## config.mk

```make
export PLATFORM = sky130hd
export DESIGN_NAME = wallace_reduce8
export DESIGN_NICKNAME = d
export VERILOG_FILES = /design/src/rtl/wallace_reduce8.sv
export SDC_FILE = /design/constraint.sdc
export NUM_CORES = 1
export LEC_CHECK = 0
export ABC_CLOCK_PERIOD_IN_PS = 1900
export BUFFER_PORTS_ARGS = -buffer_cell sky130_fd_sc_hd__buf_4
export CAP_MARGIN = 20
export CORE_ASPECT_RATIO = 0.5
export CORE_MARGIN = 2
export CORE_UTILIZATION = 54
export CTS_BUF_LIST = sky130_fd_sc_hd__clkbuf_4 sky130_fd_sc_hd__clkbuf_8
export CTS_CLUSTER_SIZE = 16
export DETAILED_ROUTE_END_ITERATION = 6
export HOLD_SLACK_MARGIN = 0.12
export PLACE_DENSITY = 0.79
export SKIP_LAST_GASP = 1
export SLEW_MARGIN = 0
export SYNTH_ARGS = -nofsm -noshare
export SYNTH_HDL_FRONTEND = slang
export SYNTH_SLANG_ARGS = --single-unit
export TNS_END_PERCENT = 30
```

## constraint.sdc

```tcl
create_clock -name clk -period 1.9 [get_ports clk]
set_input_delay 0.19 -clock clk [delete_from_list [all_inputs] [get_ports clk]]
set_output_delay 0.19 -clock clk [all_outputs]
set_load 0.02 [all_outputs]
```

## src/rtl/wallace_reduce8.sv

```systemverilog
// Two-stage pipelined 8x8 unsigned multiplier front end: partial-product generation and
// Wallace reduction down to two 16-bit rows for the downstream prefix adder.
// Stage 1 runs reduction levels 1-2 (8->6->4 rows) and stage 2 runs levels 3-4 (4->3->2 rows).
module wallace_reduce8 (
  input  logic        clk,
  input  logic        rst_n,
  input  logic        in_valid,
  output logic        in_ready,
  input  logic [7:0]  a,
  input  logic [7:0]  b,
  output logic        out_valid,
  input  logic        out_ready,
  output logic [15:0] row_a,
  output logic [15:0] row_b,
  output logic        busy
);

  typedef struct packed {
    logic [15:0] c;
    logic [15:0] s;
  } csa_t;

  // One level of 3:2 compressors across all 16 columns. Columns where an input is
  // structurally zero collapse to half adders. The carry out of bit 15 is dropped.
  function automatic csa_t csa3(input logic [15:0] x, input logic [15:0] y,
                                input logic [15:0] z);
    csa_t r;
    r.s = x ^ y ^ z;
    r.c = {(x[14:0] & y[14:0]) | (x[14:0] & z[14:0]) | (y[14:0] & z[14:0]), 1'b0};
    return r;
  endfunction

  logic        s1_valid_q;
  logic [15:0] s1_row_q [4];
  logic        s2_valid_q;
  logic [15:0] row_a_q, row_b_q;

  logic        s2_adv, s1_adv;
  logic [15:0] pp [8];
  csa_t        l1_0, l1_1, l2_0, l2_1, l3, l4;

  // Flow control: a stage may load when it is empty or its content moves on this edge.
  always_comb begin
    s2_adv   = !s2_valid_q || out_ready;
    s1_adv   = !s1_valid_q || s2_adv;
    in_ready = rst_n && s1_adv;
  end

  // Stage 1 combinational: partial products, then levels 1 and 2.
  always_comb begin
    for (int j = 0; j < 8; j++) begin
      pp[j] = {8'h00, a & {8{b[j]}}} << j;
    end
    l1_0 = csa3(pp[0], pp[1], pp[2]);
    l1_1 = csa3(pp[3], pp[4], pp[5]);
    l2_0 = csa3(l1_0.s, l1_0.c, l1_1.s);
    l2_1 = csa3(l1_1.c, pp[6], pp[7]);
  end

  // Stage 2 combinational: levels 3 and 4 on the registered four rows.
  always_comb begin
    l3 = csa3(s1_row_q[0], s1_row_q[1], s1_row_q[2]);
    l4 = csa3(l3.s, l3.c, s1_row_q[3]);
  end

  // Pipeline registers; S2 loads from S1 and S1 from the operands whenever they advance.
  always_ff @(posedge clk) begin
    if (!rst_n) begin
      s1_valid_q <= 1'b0;
      s2_valid_q <= 1'b0;
      row_a_q    <= '0;
      row_b_q    <= '0;
      for (int k = 0; k < 4; k++) begin
        s1_row_q[k] <= '0;
      end
    end else begin
      if (s2_adv) begin
        s2_valid_q <= s1_valid_q;
        row_a_q    <= l4.s;
        row_b_q    <= l4.c;
      end
      if (s1_adv) begin
        s1_valid_q  <= in_valid;
        s1_row_q[0] <= l2_0.s;
        s1_row_q[1] <= l2_0.c;
        s1_row_q[2] <= l2_1.s;
        s1_row_q[3] <= l2_1.c;
      end
    end
  end

  // Output drive.
  always_comb begin
    out_valid = s2_valid_q;
    row_a     = row_a_q;
    row_b     = row_b_q;
    busy      = s1_valid_q || s2_valid_q;
  end

endmodule
```

# After elaboration in Yosys (flattened, before gate mapping)
# Memories as Yosys holds them, arrays and structs flattened.
# Cells that the tools add are included.
# classes
addsub	0
mul	0
n_div	0
n_lt_le_gt_ge	0
n_eq_ne	0
n_shift	0
mux	8
n_bitwise	54
n_reduce_logical	6
# op_table
operator	n
AND 15 bit	6
bitwise OR 15 bit	5
AND 8 bit	8
two-way mux 16 bit	4
XOR 16 bit	4
AND 14 x 15 -> 15 bit	2
AND 11 x 13 -> 13 bit	2
bitwise OR 13 bit	2
bitwise OR 14 x 15 -> 15 bit	1
XOR 14 x 15 -> 15 bit	1
AND 14 bit	1
XOR 14 bit	1
AND 10 x 13 -> 13 bit	1
AND 12 x 13 -> 13 bit	1
bitwise OR 11 x 13 -> 13 bit	1
bitwise OR 12 x 13 -> 13 bit	1
XOR 11 x 13 -> 13 bit	1
XOR 12 x 13 -> 13 bit	1
AND 11 x 12 -> 12 bit	1
XOR 11 x 12 -> 12 bit	1
AND 10 x 11 -> 11 bit	1
XOR 10 x 11 -> 11 bit	1
AND 8 x 10 -> 10 bit	1
AND 9 x 10 -> 10 bit	1
other kinds (10)	19
# totals
reg_bits	33
latchBits	0
ram_bits	64
rom_bits	0
in_bits	20
output_inout_bits	35
elab_cells	73
mem_count	1
# memory_table
name	depth	width	read_ports	rd_clocked_by_memory_dff	write_ports	line_no	rtl
s1_row_q	4	16	4	0	4	34	logic [15:0] s1_row_q [4];

# Longest topological paths before layout
# depth
depth_word	8
ltp_mapped	6
depth_no_buf	6

# Worst setup path before layout
# OpenSTA, ideal clock, no wires.
# synth_timing
kind	flip-flop to flip-flop
from	register s2_valid_q, in the netlist out_valid
to	memory s1_row_q[0][0], enable pin
setup_ns	0.524
arrival_time_ns	1.581
required_time_ns	1.376
path_slack_ns	-0.206
stages_incl_launch_ff	4
path_buffers	1
path_cell_list	dfxtp_1 and3b_2 buf_2 nand2_1
# synth_lines
item	line_no	rtl
start, declared	35	logic s2_valid_q;
start signal, assigned	78	s2_valid_q <= s1_valid_q;
end, declared	34	

==> impl_metrics.py <==
metrics = {
    "status": {
        "status": "completed",
    },
    "cts": {
        "cts_tree": "done",
        "cts_buffers": 9,
        "cts.sink_count": 67,
        "path_clk_slew_ps": 70,
        "post_cts_buffers": 0,
        "h-tree-depth": 3,
        "root_buffer": "clkbuf_8",
        "cts_resized": 0,
        "clk_path_buf_depth": 2,
        "cts_hold_buf": 1,
        "insertion_delay_ps": 340,
    },
    "floorplanning": {
        "rows": 22,
        "die_y_um": 65.2,
        "dieWidth_um": 126,
        "core_um2": 7290,
        "io_pins": 55,
        "die_area_um2": 8240,
        "initial_core_util_pct": 55.5,
    },
    "synthesis": {
        "synth_top_family_by_area": "adder cells",
        "yosys.area_share.adder_pct": 23.4,
        "synthTopCellsByCount": "63 x nand2_1, 43 x and2_1, 39 x edfxtp_1",
        "synth-compound-area-share_pct": 1.11,
        "synth-simple-area-share_pct": 20.9,
        "synth_xor_area_share_pct": 0,
        "ys.flop_type": "edfxtp_1",
        "ys_ff_latch": 67,
        "synthesis.area_um2": 4050,
        "avgSynthCellArea_um2": 11.4,
        "synth-edff-count": 39,
        "async_reset_ff_share_pct": 0,
        "synth_area_leaders": "edfxtp_1 29%, fa_1 19%, dfxtp_1 14%",
        "synth_cell_types": 26,
        "netlist.area_leader.share_pct": 29.0,
        "post-synth-top-count-cell": "nand2_1",
        "synth_mux_area_share_pct": 5.44,
        "yosys.area.top_type": "edfxtp_1",
        "ys_seq_area_share_pct": 42.8,
        "netlist_instances": 354,
        "yosys_warnings": 0,
    },
    "power": {
        "switching_share_pct": 27.4,
        "worst_ir_drop_vdd_v": 0.000376,
        "cellInternalPower_mw": 2.68,
        "p_leak_nw": 2.21,
        "pwr-share-seq_pct": 47.8,
        "p_per_area_nw_per_um2": 793,
        "p_total_mw": 3.68,
        "comb_power_share_pct": 21.7,
        "clockPowerShare_pct": 30.5,
        "power_switching_mw": 1.01,
    },
    "grt": {
        "grt_pass1_wl_um": 13700,
        "grt_max_degree": 38,
        "globalRouteOverflowTotal": 0,
        "grt_use_total_pct": 21.6,
        "first_global_vias": 2751,
        "antenna_found_initial": 0,
    },
    "cells_and_area": {
        "final_util_pct": 63.7,
        "layout.nets": 476,
        "antennaDiodeCount": 0,
        "drive_gt1_share_pct": 18.6,
        "fill_cells": 557,
        "area_delta_synth_final_pct": 14.8,
    },
    "timing": {
        "final-setup-viol-count": 0,
        "whs_ps": 275,
        "post-route-period-util_pct": 88.3,
        "fin_worst_skew_ps": 10.3,
        "hold_viol": 0,
        "rsz0062_at_grt": "no",
        "final.min_clock_period_ps": 1680,
        "fmax_mhz": 596,
        "drv_slew": 0,
    },
    "place": {
        "dp_hpwl_um": 6180,
        "io_buffers": 48,
        "gp_congestion": 0.854,
    },
    "worst_setup_path": {
        "crit_family": "adder cells",
        "cp-end-kind": "register",
        "startpoint_type": "register",
        "cp.required_ps": 2160,
        "crit_fanout": 1,
        "crit_top_cell": "fa_1",
        "path_cells": "fa_1 -> fa_1 -> nand2_1 -> mux2i_1",
        "slowest_stage": "fa_1",
        "crit_arrival_ps": 1940,
        "worstSetupPathType": "reg2reg",
        "critPathMaxStageDelay_ps": 530,
        "path_buf_inv": 0,
    },
    "job": {
        "max-cap-violations": 0,
    },
    "route": {
        "drt-total-wl_um": 8000,
        "drtPass1Iterations": 4,
        "via_count": 2620,
        "vias_per_cell": 5.20,
        "drtIter0Drc": 208,
        "wl_per_cell_um": 15.9,
        "drc_errors": 0,
        "ant_nets": 0,
    },
    "worst_hold_path": {
        "hp-class": "in2reg",
    },
}
cells by family after synthesis:
group	Yosys count
AND/OR/NAND/NOR	158
other	1
AO/OA/AOI/OAI	6
buffers and inverters	47
adder cells (fa/ha/maj)	53
flip-flops	67
multiplexers	22
final cells by class:
class | instances | area [um2] | area share, %
flip-flops and latches | 67 | 1730 | 37.3
repair buffers | 56 | 423 | 9.11
clock inverters | 5 | 53.8 | 1.16
inverters | 24 | 90.1 | 1.94
clock buffers | 11 | 139 | 2.99
well taps | 96 | 120 | 2.59
multi-input cells | 245 | 2090 | 44.9
power groups by stage:
stage          clock (mW)  combinational, mW  sequential (mW)
2_1_floorplan           0              0.426             1.85
3_3_place_gp            0              0.755             1.79
3_5_place_dp            0              0.795             1.79
4_1_cts              1.14              0.801             1.76
5_1_grt              1.21              0.901             1.78
6_report             1.12              0.798             1.76
registers in the layout, indices dropped and copies added, names as in the netlist:
name / count
s1_valid_q: 1
s1_row_q: 39
row_b: 11
out_valid: 1
row_a: 15
tightest hold or removal path, delay by kind of cell:
kind,cells,cell delay [ps]
AO/OA/AOI/OAI,1,180
buffers and inverters,1,130
AND/OR/NAND/NOR,1,60
path summary, 6_finish.rpt:
check                    to  slack, ps  cells after the start            from
setup / recovery   row_a[9]        220                      4  s1_row_q[2][9]
hold / removal    row_b[13]        280                      3       out_ready
setup reg to reg   row_a[9]        220                      4  s1_row_q[2][9]
hold reg to reg    row_b[8]        460                      2        row_b[8]
per-stage QoR:
stage	worst slack [ps]	TNS (ps)	std cells	cell area (um2)
2_1_floorplan	84.4	0	359	4070
3_3_place_gp	-1.54	-1.54	487	4440
3_5_place_dp	-34.0	-119	487	4440
4_1_cts	213	0	504	4640
5_1_grt	146	0	504	4640
6_report	223	0	504	4640
metal layers:
layer | up-vias | GRT usage (%) | wire length (um)
met5 | - | 0 | 0
met4 | 0 | 6.32 | 72
met3 | 6 | 5.46 | 735
met2 | 105 | 31.9 | 3410
met1 | 1263 | 31.7 | 3780
li1 | 1246 | - | -
layout by cell type (no fill, tap or decap):
cell	Yosys	routed
a211oi_1	4	4
nor2b_4	1	1
nand3_1	3	3
buf_4	6	55
nand2b_1	1	1
and3b_2	1	1
clkbuf_4	0	2
nor3b_1	4	4
clkinv_2	0	3
inv_1	24	24
ha_1	15	15
clkbuf_8	0	9
mux2i_1	22	22
clkinv_4	0	1
o21a_1	2	2
bufinv_16	0	1
nand3b_4	1	1
conb_1	1	6
nor2_1	4	4
edfxtp_1	39	39
and2_1	43	43
dlygate4sd3_1	0	1
and3_1	36	36
nand2_2	0	1
fa_1	38	38
dfxtp_1	28	28
nand2_1	63	62
or2_2	1	1
Note: power is estimated with default switching activity, not from simulation.
